## config.mk

```make
export PLATFORM = sky130hd
export DESIGN_NAME = cache_refill_ctrl
export DESIGN_NICKNAME = d
export VERILOG_FILES = /design/src/rtl/cache_pkg.sv /design/src/rtl/cache_refill_ctrl.sv
export SDC_FILE = /design/constraint.sdc
export NUM_CORES = 1
export LEC_CHECK = 0
export CAP_MARGIN = 20
export CORE_UTILIZATION = 34
export CTS_CLUSTER_DIAMETER = 120
export DETAILED_ROUTE_END_ITERATION = 7
export MAX_ROUTING_LAYER = met4
export PLACE_DENSITY = 0.8
export SKIP_CTS_REPAIR_TIMING = 1
export SYNTH_ARGS = -nofsm -noshare
export SYNTH_HDL_FRONTEND = slang
export SYNTH_SLANG_ARGS = --single-unit
```

## constraint.sdc

```tcl
create_clock -name clk -period 2.22 [get_ports clk]
set_input_delay 0.444 -clock clk [delete_from_list [all_inputs] [get_ports clk]]
set_output_delay 0.444 -clock clk [all_outputs]
set_load 0.005 [all_outputs]
```

## src/rtl/cache_pkg.sv

```systemverilog
// Shared constants, FSM state type and address-field helpers for the cache refill path.
// Address layout: tag[31:12] / index[11:4] / word offset[3:0].
package cache_pkg;

  localparam int ADDR_W   = 32;
  localparam int DATA_W   = 32;
  localparam int TAG_W    = 20;
  localparam int INDEX_W  = 8;
  localparam int OFFSET_W = 4;
  localparam int LINE_W   = ADDR_W - OFFSET_W;

  // Value of the beat counter while the final (16th) beat of a line is arriving.
  localparam logic [4:0] LAST_BEAT = 5'd15;

  typedef enum logic [1:0] {
    IDLE   = 2'd0,
    REQ    = 2'd1,
    FILL   = 2'd2,
    COMMIT = 2'd3
  } refill_state_t;

  function automatic logic [TAG_W-1:0] addr_tag(input logic [ADDR_W-1:0] a);
    return a[ADDR_W-1 -: TAG_W];
  endfunction

  function automatic logic [INDEX_W-1:0] addr_index(input logic [ADDR_W-1:0] a);
    return a[OFFSET_W +: INDEX_W];
  endfunction

  function automatic logic [OFFSET_W-1:0] addr_offset(input logic [ADDR_W-1:0] a);
    return a[OFFSET_W-1:0];
  endfunction

endpackage

```

## src/rtl/cache_refill_ctrl.sv

```systemverilog
// Miss-refill controller: one miss -> one 16-beat line burst -> data-array writes -> tag/valid commit.
// CACHE_CRIT_WORD_FIRST_EN selects critical-word-first burst ordering; undefined gives line-aligned order.
module cache_refill_ctrl
  import cache_pkg::*;
(
  input  logic                clk,
  input  logic                rst,
  input  logic                miss_valid,
  input  logic [ADDR_W-1:0]   miss_addr,
  output logic                miss_ready,
  output logic                mem_req_valid,
  output logic [ADDR_W-1:0]   mem_req_addr,
  input  logic                mem_req_ready,
  input  logic                mem_rdata_valid,
  input  logic [DATA_W-1:0]   mem_rdata,
  output logic                fill_we,
  output logic [INDEX_W-1:0]  fill_index,
  output logic [OFFSET_W-1:0] fill_word,
  output logic [DATA_W-1:0]   fill_data,
  output logic                tag_we,
  output logic [INDEX_W-1:0]  tag_index,
  output logic [TAG_W-1:0]    tag_data,
  output logic                refill_done,
  output logic                busy
);

  refill_state_t       state_reg;
  logic [LINE_W-1:0]   line_reg;
  logic [OFFSET_W-1:0] ptr_reg;
  logic [4:0]          beats_reg;
  logic                miss_ready_reg;
  logic                mem_req_valid_reg;
  logic                tag_we_reg;
  logic                refill_done_reg;
  logic                busy_reg;
  logic [OFFSET_W-1:0] start_word;
  logic [ADDR_W-1:0]   line_addr;

`ifdef CACHE_CRIT_WORD_FIRST_EN
  assign start_word = addr_offset(miss_addr);
`else
  // Line-aligned bursts never look at the requested word.
  logic unused_offset;
  assign unused_offset = ^addr_offset(miss_addr);
  assign start_word    = '0;
`endif

  always_ff @(posedge clk) begin
    if (rst) begin
      state_reg         <= IDLE;
      line_reg          <= '0;
      ptr_reg           <= '0;
      beats_reg         <= '0;
      miss_ready_reg    <= 1'b1;
      mem_req_valid_reg <= 1'b0;
      tag_we_reg        <= 1'b0;
      refill_done_reg   <= 1'b0;
      busy_reg          <= 1'b0;
    end else begin
      case (state_reg)
        IDLE: begin
          if (miss_valid) begin
            line_reg          <= miss_addr[ADDR_W-1:OFFSET_W];
            ptr_reg           <= start_word;
            beats_reg         <= '0;
            state_reg         <= REQ;
            miss_ready_reg    <= 1'b0;
            mem_req_valid_reg <= 1'b1;
            busy_reg          <= 1'b1;
          end
        end
        REQ: begin
          if (mem_req_ready) begin
            state_reg         <= FILL;
            mem_req_valid_reg <= 1'b0;
          end
        end
        FILL: begin
          // The beat count, not the wrapping word pointer, ends the burst.
          if (mem_rdata_valid) begin
            ptr_reg   <= ptr_reg + 4'd1;
            beats_reg <= beats_reg + 5'd1;
            if (beats_reg == LAST_BEAT) begin
              state_reg       <= COMMIT;
              tag_we_reg      <= 1'b1;
              refill_done_reg <= 1'b1;
            end
          end
        end
        COMMIT: begin
          state_reg       <= IDLE;
          tag_we_reg      <= 1'b0;
          refill_done_reg <= 1'b0;
          busy_reg        <= 1'b0;
          miss_ready_reg  <= 1'b1;
        end
        default: state_reg <= IDLE;
      endcase
    end
  end

  // The pointer holds the burst start word for the whole REQ phase.
  assign line_addr     = {line_reg, {OFFSET_W{1'b0}}};
  assign mem_req_addr  = {line_reg, ptr_reg};
  assign mem_req_valid = mem_req_valid_reg;
  assign miss_ready    = miss_ready_reg;
  assign busy          = busy_reg;

  assign fill_we    = (state_reg == FILL) && mem_rdata_valid;
  assign fill_index = addr_index(line_addr);
  assign fill_word  = ptr_reg;
  assign fill_data  = fill_we ? mem_rdata : '0;

  assign tag_we      = tag_we_reg;
  assign tag_index   = addr_index(line_addr);
  assign tag_data    = addr_tag(line_addr);
  assign refill_done = refill_done_reg;

endmodule

```

==> results of run 1 <==
[cells in the final DEF (no fill, tap or decap), drive strengths merged, types with 2 or more instances in the layout]
cell           netlist  layout
clkdlybuf4s50        0     173
nand2               61      61
dfxtp               43      43
a21oi               40      40
and3                33      33
buf                 50      16
ha                   8       8
o21ai                7       7
inv                  7       7
clkbuf              12       7
o31ai                5       5
or4                  4       4
nand3                4       4
or3                  3       3
nor2b                2       2
a21o                 2       2
[power by group through the flow]
stage,Combinational [W],Sequential [W],Clock (W)
CTS,0.00154,0.00102,0.000508
finish,0.00161,0.00103,0.000487
floorplan,0.000810,0.00103,0
detailed placement,0.00154,0.00104,0
global placement,0.00150,0.00103,0
global route,0.00176,0.00106,0.000535
[worst min-delay path: cells and delay by family (launching register included)]
kind	cells	cell delay (ns)
flip-flops	1	0.33
AND/OR/NAND/NOR	1	0.06
AO/OA/AOI/OAI	1	0.05
[through the flow]
| step | utilization | TNS [ns] | std cells | setup slack [ns] |
|---|---|---|---|---|
| 2_1_floorplan | - | 0 | 294 | 0.605 |
| 6_report | 0.621 | 0 | 508 | 0.0757 |
| 3_3_place_gp | 0.597 | -0.625 | 496 | -0.0394 |
| 3_5_place_dp | 0.597 | -1.36 | 496 | -0.0825 |
| 4_1_cts | 0.610 | -2.10 | 504 | -0.0959 |
| 5_1_grt | 0.621 | 0 | 508 | 0.000809 |
[path summary, 6_finish.rpt]
| path | to | cells past startpoint |
|---|---|---|
| min | line_reg[11] | 2 |
| max | fill_data[23] | 5 |
| max reg2reg | beats_reg[3] | 7 |
| min reg2reg | line_reg[11] | 2 |
[cells by family (layout without fill, tap and decap cells)]
group / count (synthesis) / in the layout / share of synthesized area
AO/OA/AOI/OAI: 58 / 58 / 0.140
flip-flops: 43 / 43 / 0.376
adder cells (fa/ha/maj): 8 / 8 / 0.0437
AND/OR/NAND/NOR: 115 / 115 / 0.248
multiplexers: 1 / 1 / 0.00437
buffers and inverters: 69 / 206 / 0.188
[layer usage]
layer / vias to the layer above / wire length, um
met5: - / 0
met4: 0 / 89
met3: 8 / 472
met2: 98 / 3510
met1: 1121 / 2850
li1: 1219 / -
[cell type report]
type,instances,share of cell area
repair buffers,191,0.478
inverters,7,0.00658
multi-input cells,182,0.253
clock buffers,6,0.0182
flip-flops and latches,43,0.216
clock inverters,2,0.00313
well taps,77,0.0241
==> impl_metrics.env, run 1 <==
export IMPL_outcome="complete, but fails checks"
export IMPL_violations="design-rule violations"
export IMPL_clock_fmax_mhz=466
export IMPL_synth_most_common_cell="nand2_1"
export IMPL_wl_mm=6.93
export IMPL_cap_violations=0
export IMPL_antenna_cells=0
export IMPL_period_share=0.966
export IMPL_via_per_inst=4.81
export IMPL_grt_max_degree=39
export IMPL_cp_max_fo=19
export IMPL_root_buffer="clkbuf_8"
export IMPL_p_per_area_nw_per_um2=784
export IMPL_area_delta_synth_final_pct=74.2
export IMPL_wl_per_cell_um=13.6
export IMPL_cts_max_path_buffers=2
export IMPL_reg2reg_from="state_reg[0]"
export IMPL_fin_skew_ns=0.00864
export IMPL_switching_share=0.341
export IMPL_die_w_um=84.1
export IMPL_p_int_w=0.00206
export IMPL_synth_cell_area_sq_um=2290
export IMPL_maxSlewViolCount=0
export IMPL_min_period_ns=2.14
export IMPL_startpoint_type="flop"
export IMPL_clk_pin_slew_worst_paths_ns=0.08
export IMPL_yosys_top_cells_area="dfxtp_1 38%, buf_4 14%, nand2_1 10%"
export IMPL_p_comb_frac=0.515
export IMPL_use_met3=0.0495
export IMPL_core_area_sq_um=6420
export IMPL_die_h_um=84.1
export IMPL_endpoint_kind="output pin"
export IMPL_async_reset_ff_frac=0
export IMPL_arrival_ns=1.70
export IMPL_synth_largest_area_cell="dfxtp_1"
export IMPL_hold_class="flop to flop"
export IMPL_dp_final_hpwl_mm=5.13
export IMPL_syn_num_nets=371
export IMPL_clkPwrFrac=0.155
export IMPL_tightest_slew_ns=0.874
export IMPL_antenna_found_initial=0
export IMPL_drive_above_1_share=0.0673
export IMPL_fin_area_sq_um=3990
export IMPL_p_sw_w=0.00107
export IMPL_cp_cell_sequence="inv_2 -> ha_4 -> clkbuf_16 -> and3_1 -> clkdlybuf4s50_1"
export IMPL_ys_ff_latch=43
export IMPL_drtPass1Iterations=6
export IMPL_grt_use_total=0.193
export IMPL_clock_sinks=43
export IMPL_path_buf_inv=3
export IMPL_grt_pass1_vias=2313
export IMPL_cts_buffers=5
export IMPL_cp_startpoint="state_reg[0]"
export IMPL_yosysSeqAreaShare=0.376
export IMPL_ir_drop_uv=457
export IMPL_met1_usage=0.217
export IMPL_whs_ns=0.475
export IMPL_synth_distinct_cells=31
export IMPL_yosys_top_cells_count="61 x nand2_1, 43 x dfxtp_1, 42 x buf_4"
export IMPL_seq_power_share=0.329
export IMPL_remaining_drc_errors=18
export IMPL_worst_path_max_delay_cell="clkdlybuf4s50_1"
export IMPL_hold_start="line_reg[11]"
export IMPL_grt_first_pass_wirelength_mm=10.8
export IMPL_relSlewSlack=0.401
export IMPL_synth_top_area_frac=0.376
export IMPL_p_total_w=0.00313
export IMPL_cts_htree_levels=2
export IMPL_vias=2446
export IMPL_hold_viol=0
export IMPL_insertion_delay_ns=0.29
export IMPL_syn_inst=294
export IMPL_cts_tree="yes"
export IMPL_critPathTopFamily="buffers and inverters"
export IMPL_regArea_sq_um=863
export IMPL_required_ns=1.78
export IMPL_drt_iter0_markers=76
export IMPL_gp_congestion=0.850
export IMPL_r2r_setup_slack_ns=0.30
export IMPL_yosysWarningCount=0
export IMPL_layout_nets=507
export IMPL_cpPeakStageDelay_ns=0.51
export IMPL_pin_count=179
export IMPL_yosys_most_used_dff="dfxtp_1"
export IMPL_leakage_nw=1.59
export IMPL_grt_util_met2=0.339
export IMPL_busiest_layer="met2"
export IMPL_nFillCells=559
export IMPL_largest_reg_flops=28
export IMPL_dieArea_sq_um=7070
export IMPL_initial_core_util=0.357
export IMPL_critPathKind="flop to output pin"
export IMPL_place_port_buffers=174
export IMPL_synth_edf_count=0
export IMPL_grt_overflow=0
export IMPL_synth_avg_cell_area_sq_um=7.79
export IMPL_route_antenna_remaining_nets=0
export IMPL_core_rowCount=29
export IMPL_placed_area_sq_um=3830
export IMPL_setup_viol=0
export IMPL_rsz0062_at_grt="no"
export IMPL_multi_input_area_sq_um=1010
Note: power is estimated with default switching activity, not from simulation.
==> run 2, diff against run 1 <==
Settings changed: PLACE_DENSITY 0.8 to 0.82.
==> run 2 against run 1 <==
Register-to-register slack got worse by 0.05 ns; critical path depth did not move; sequential share of layout area fell by 0.079 points; largest cell class unchanged; cell count rose by 0.39%; the flow still finishes with violations (design-rule violations); sequential power barely moved; die area did not move; setup slack got worse by 0.036 ns; via count rose by 0.33%; total power rose by 0.14%; clock power barely moved; combinational power barely moved; critical path type unchanged; hold slack improved by 0.0014 ns.
==> impl_metrics.env, run 2 (synthesis gave the netlist of run 1 again) <==
export IMPL_outcome="complete, but fails checks"
export IMPL_violations="design-rule violations"
export IMPL_cts_htree_levels=2
export IMPL_wl_per_cell_um=14.0
export IMPL_p_int_w=0.00206
export IMPL_switching_share=0.344
export IMPL_whs_path_depth=2
export IMPL_area_delta_synth_final_pct=74.6
export IMPL_final_cell_mix="170 x clkdlybuf4s50_1, 60 x nand2_1, 42 x dfxtp_1"
export IMPL_tightest_slew_ns=0.639
export IMPL_antenna_found_initial=0
export IMPL_timing_final_ws_setup_ns=0.0397
export IMPL_dieArea_sq_um=7070
export IMPL_root_buffer="clkbuf_8"
export IMPL_largest_reg_flops=28
export IMPL_ir_drop_uv=357
export IMPL_final_core_util=0.623
export IMPL_cts_tree="yes"
export IMPL_gp_congestion=0.772
export IMPL_fin_area_sq_um=4000
export IMPL_clock_sinks=43
export IMPL_grt_max_degree=23
export IMPL_critPathKind="flop to output pin"
export IMPL_final_cells=510
export IMPL_cp_max_fo=19
export IMPL_nFillCells=568
export IMPL_die_w_um=84.1
export IMPL_grt_use_total=0.198
export IMPL_worst_r2r_endpoint="fill_word[2]"
export IMPL_grt_overflow=0
export IMPL_place_port_buffers=174
export IMPL_antenna_cells=0
export IMPL_wl_mm=7.14
export IMPL_layout_nets=509
export IMPL_relSlewSlack=0.562
export IMPL_p_per_area_nw_per_um2=784
export IMPL_period_share=0.982
export IMPL_leakage_nw=1.65
export IMPL_r2r_setup_slack_ns=0.25
export IMPL_pin_count=179
export IMPL_fin_skew_ns=0.00520
export IMPL_regArea_sq_um=862
export IMPL_min_period_ns=2.18
export IMPL_route_antenna_remaining_nets=0
export IMPL_insertion_delay_ns=0.29
export IMPL_dp_final_hpwl_mm=5.26
export IMPL_cts_buffers=5
export IMPL_remaining_drc_errors=20
export IMPL_setup_viol=0
export IMPL_cap_violations=0
export IMPL_layout_commonest_cell="clkdlybuf4s50_1"
export IMPL_hold_path_end="line_reg[8]"
export IMPL_hold_viol=0
export IMPL_drt_iter0_markers=90
export IMPL_core_rowCount=29
export IMPL_seq_power_share=0.329
export IMPL_endpoint_kind="output pin"
export IMPL_multi_input_area_sq_um=1010
export IMPL_cts_max_path_buffers=2
export IMPL_arrival_ns=1.74
export IMPL_p_sw_w=0.00108
export IMPL_vias=2454
export IMPL_core_area_sq_um=6420
export IMPL_hold_class="flop to flop"
export IMPL_die_h_um=84.1
export IMPL_p_comb_frac=0.516
export IMPL_clock_fmax_mhz=459
export IMPL_required_ns=1.78
export IMPL_clkPwrFrac=0.155
export IMPL_drtPass1Iterations=6
export IMPL_dp_cells=499
export IMPL_drive_above_1_share=0.0716
export IMPL_hold_start="line_reg[8]"
export IMPL_reg2reg_from="state_reg[0]"
export IMPL_placed_area_sq_um=3840
export IMPL_worstRegToRegCells=7
export IMPL_grt_first_pass_wirelength_mm=11.1
export IMPL_startpoint_type="flop"
export IMPL_via_per_inst=4.81
export IMPL_maxSlewViolCount=0
export IMPL_grt_pass1_vias=2394
export IMPL_preCtsSetupSlack_ns=-0.0553
export IMPL_clk_pin_slew_worst_paths_ns=0.08
export IMPL_initial_core_util=0.357
==> run 2: changes by cell type in the layout (fill, tap and decap cells not counted) <==
cell	before	now
buf_12	1	0
buf_4	13	15
buf_8	0	2
clkbuf_16	1	0
clkdlybuf4s50_1	173	170
dfxtp_1	41	42
dfxtp_2	2	1
dlymetal6s2s_1	1	4
nand2_1	61	60
nand2_2	0	1
==> run 2: area by class of cell <==
| type | instances | share of cell area |
|---|---|---|
| Tap cell | 77 | 0.0241 |
| Timing Repair Buffer | 193 | 0.479 |
| Clock buffer | 6 | 0.0181 |
| Clock inverter | 2 | 0.00313 |
| Multi-Input combinational cell | 182 | 0.253 |
| Sequential cell | 43 | 0.216 |
| Inverter | 7 | 0.00657 |
==> run 2: per-stage QoR <==
step	total power, W	hold slack, ns	TNS, ns
after floorplan	0.00184	0.448	0
after global placement	0.00255	0.460	-0.0512
after detailed placement	0.00260	0.468	-0.620
after CTS	0.00309	0.482	-1.92
after global routing	0.00334	0.501	-0.0257
final	0.00313	0.476	0
==> run 2: worst max-delay path, stage by stage, from the launching register on <==
cell             delay, ns
dfxtp_1               0.34
inv_2                 0.09
ha_4                  0.16
buf_8                 0.15
and3_1                0.17
clkdlybuf4s50_1       0.53
==> run 2: worst max-delay path by stage <==
stage	end	slack [ns]	start
after floorplan	beats_reg[3]	0.61	state_reg[0]
after global placement	fill_we	-0.01	mem_rdata_valid
after detailed placement	fill_we	-0.06	mem_rdata_valid
after CTS	fill_we	-0.12	state_reg[0]
after global routing	fill_data[6]	-0.007	state_reg[0]
final	fill_data[6]	0.04	state_reg[0]
==> run 2: power by group through the flow <==
| stage | Sequential (W) | Clock [W] | Combinational, W |
|---|---|---|---|
| 6_report | 0.00103 | 0.000485 | 0.00162 |
| 2_1_floorplan | 0.00103 | 0 | 0.000810 |
| 4_1_cts | 0.00103 | 0.000499 | 0.00157 |
| 5_1_grt | 0.00106 | 0.000537 | 0.00175 |
| 3_5_place_dp | 0.00104 | 0 | 0.00156 |
| 3_3_place_gp | 0.00103 | 0 | 0.00152 |
==> run 2: per-layer routing <==
| metal | routed length, um | global-route usage | part of all wire |
|---|---|---|---|
| met1 | 2990 | 0.230 | 0.42 |
| met2 | 3620 | 0.350 | 0.51 |
| met3 | 477 | 0.0455 | 0.067 |
| met4 | 55 | 0.0345 | 0.0077 |
| met5 | 0 | - | 0 |
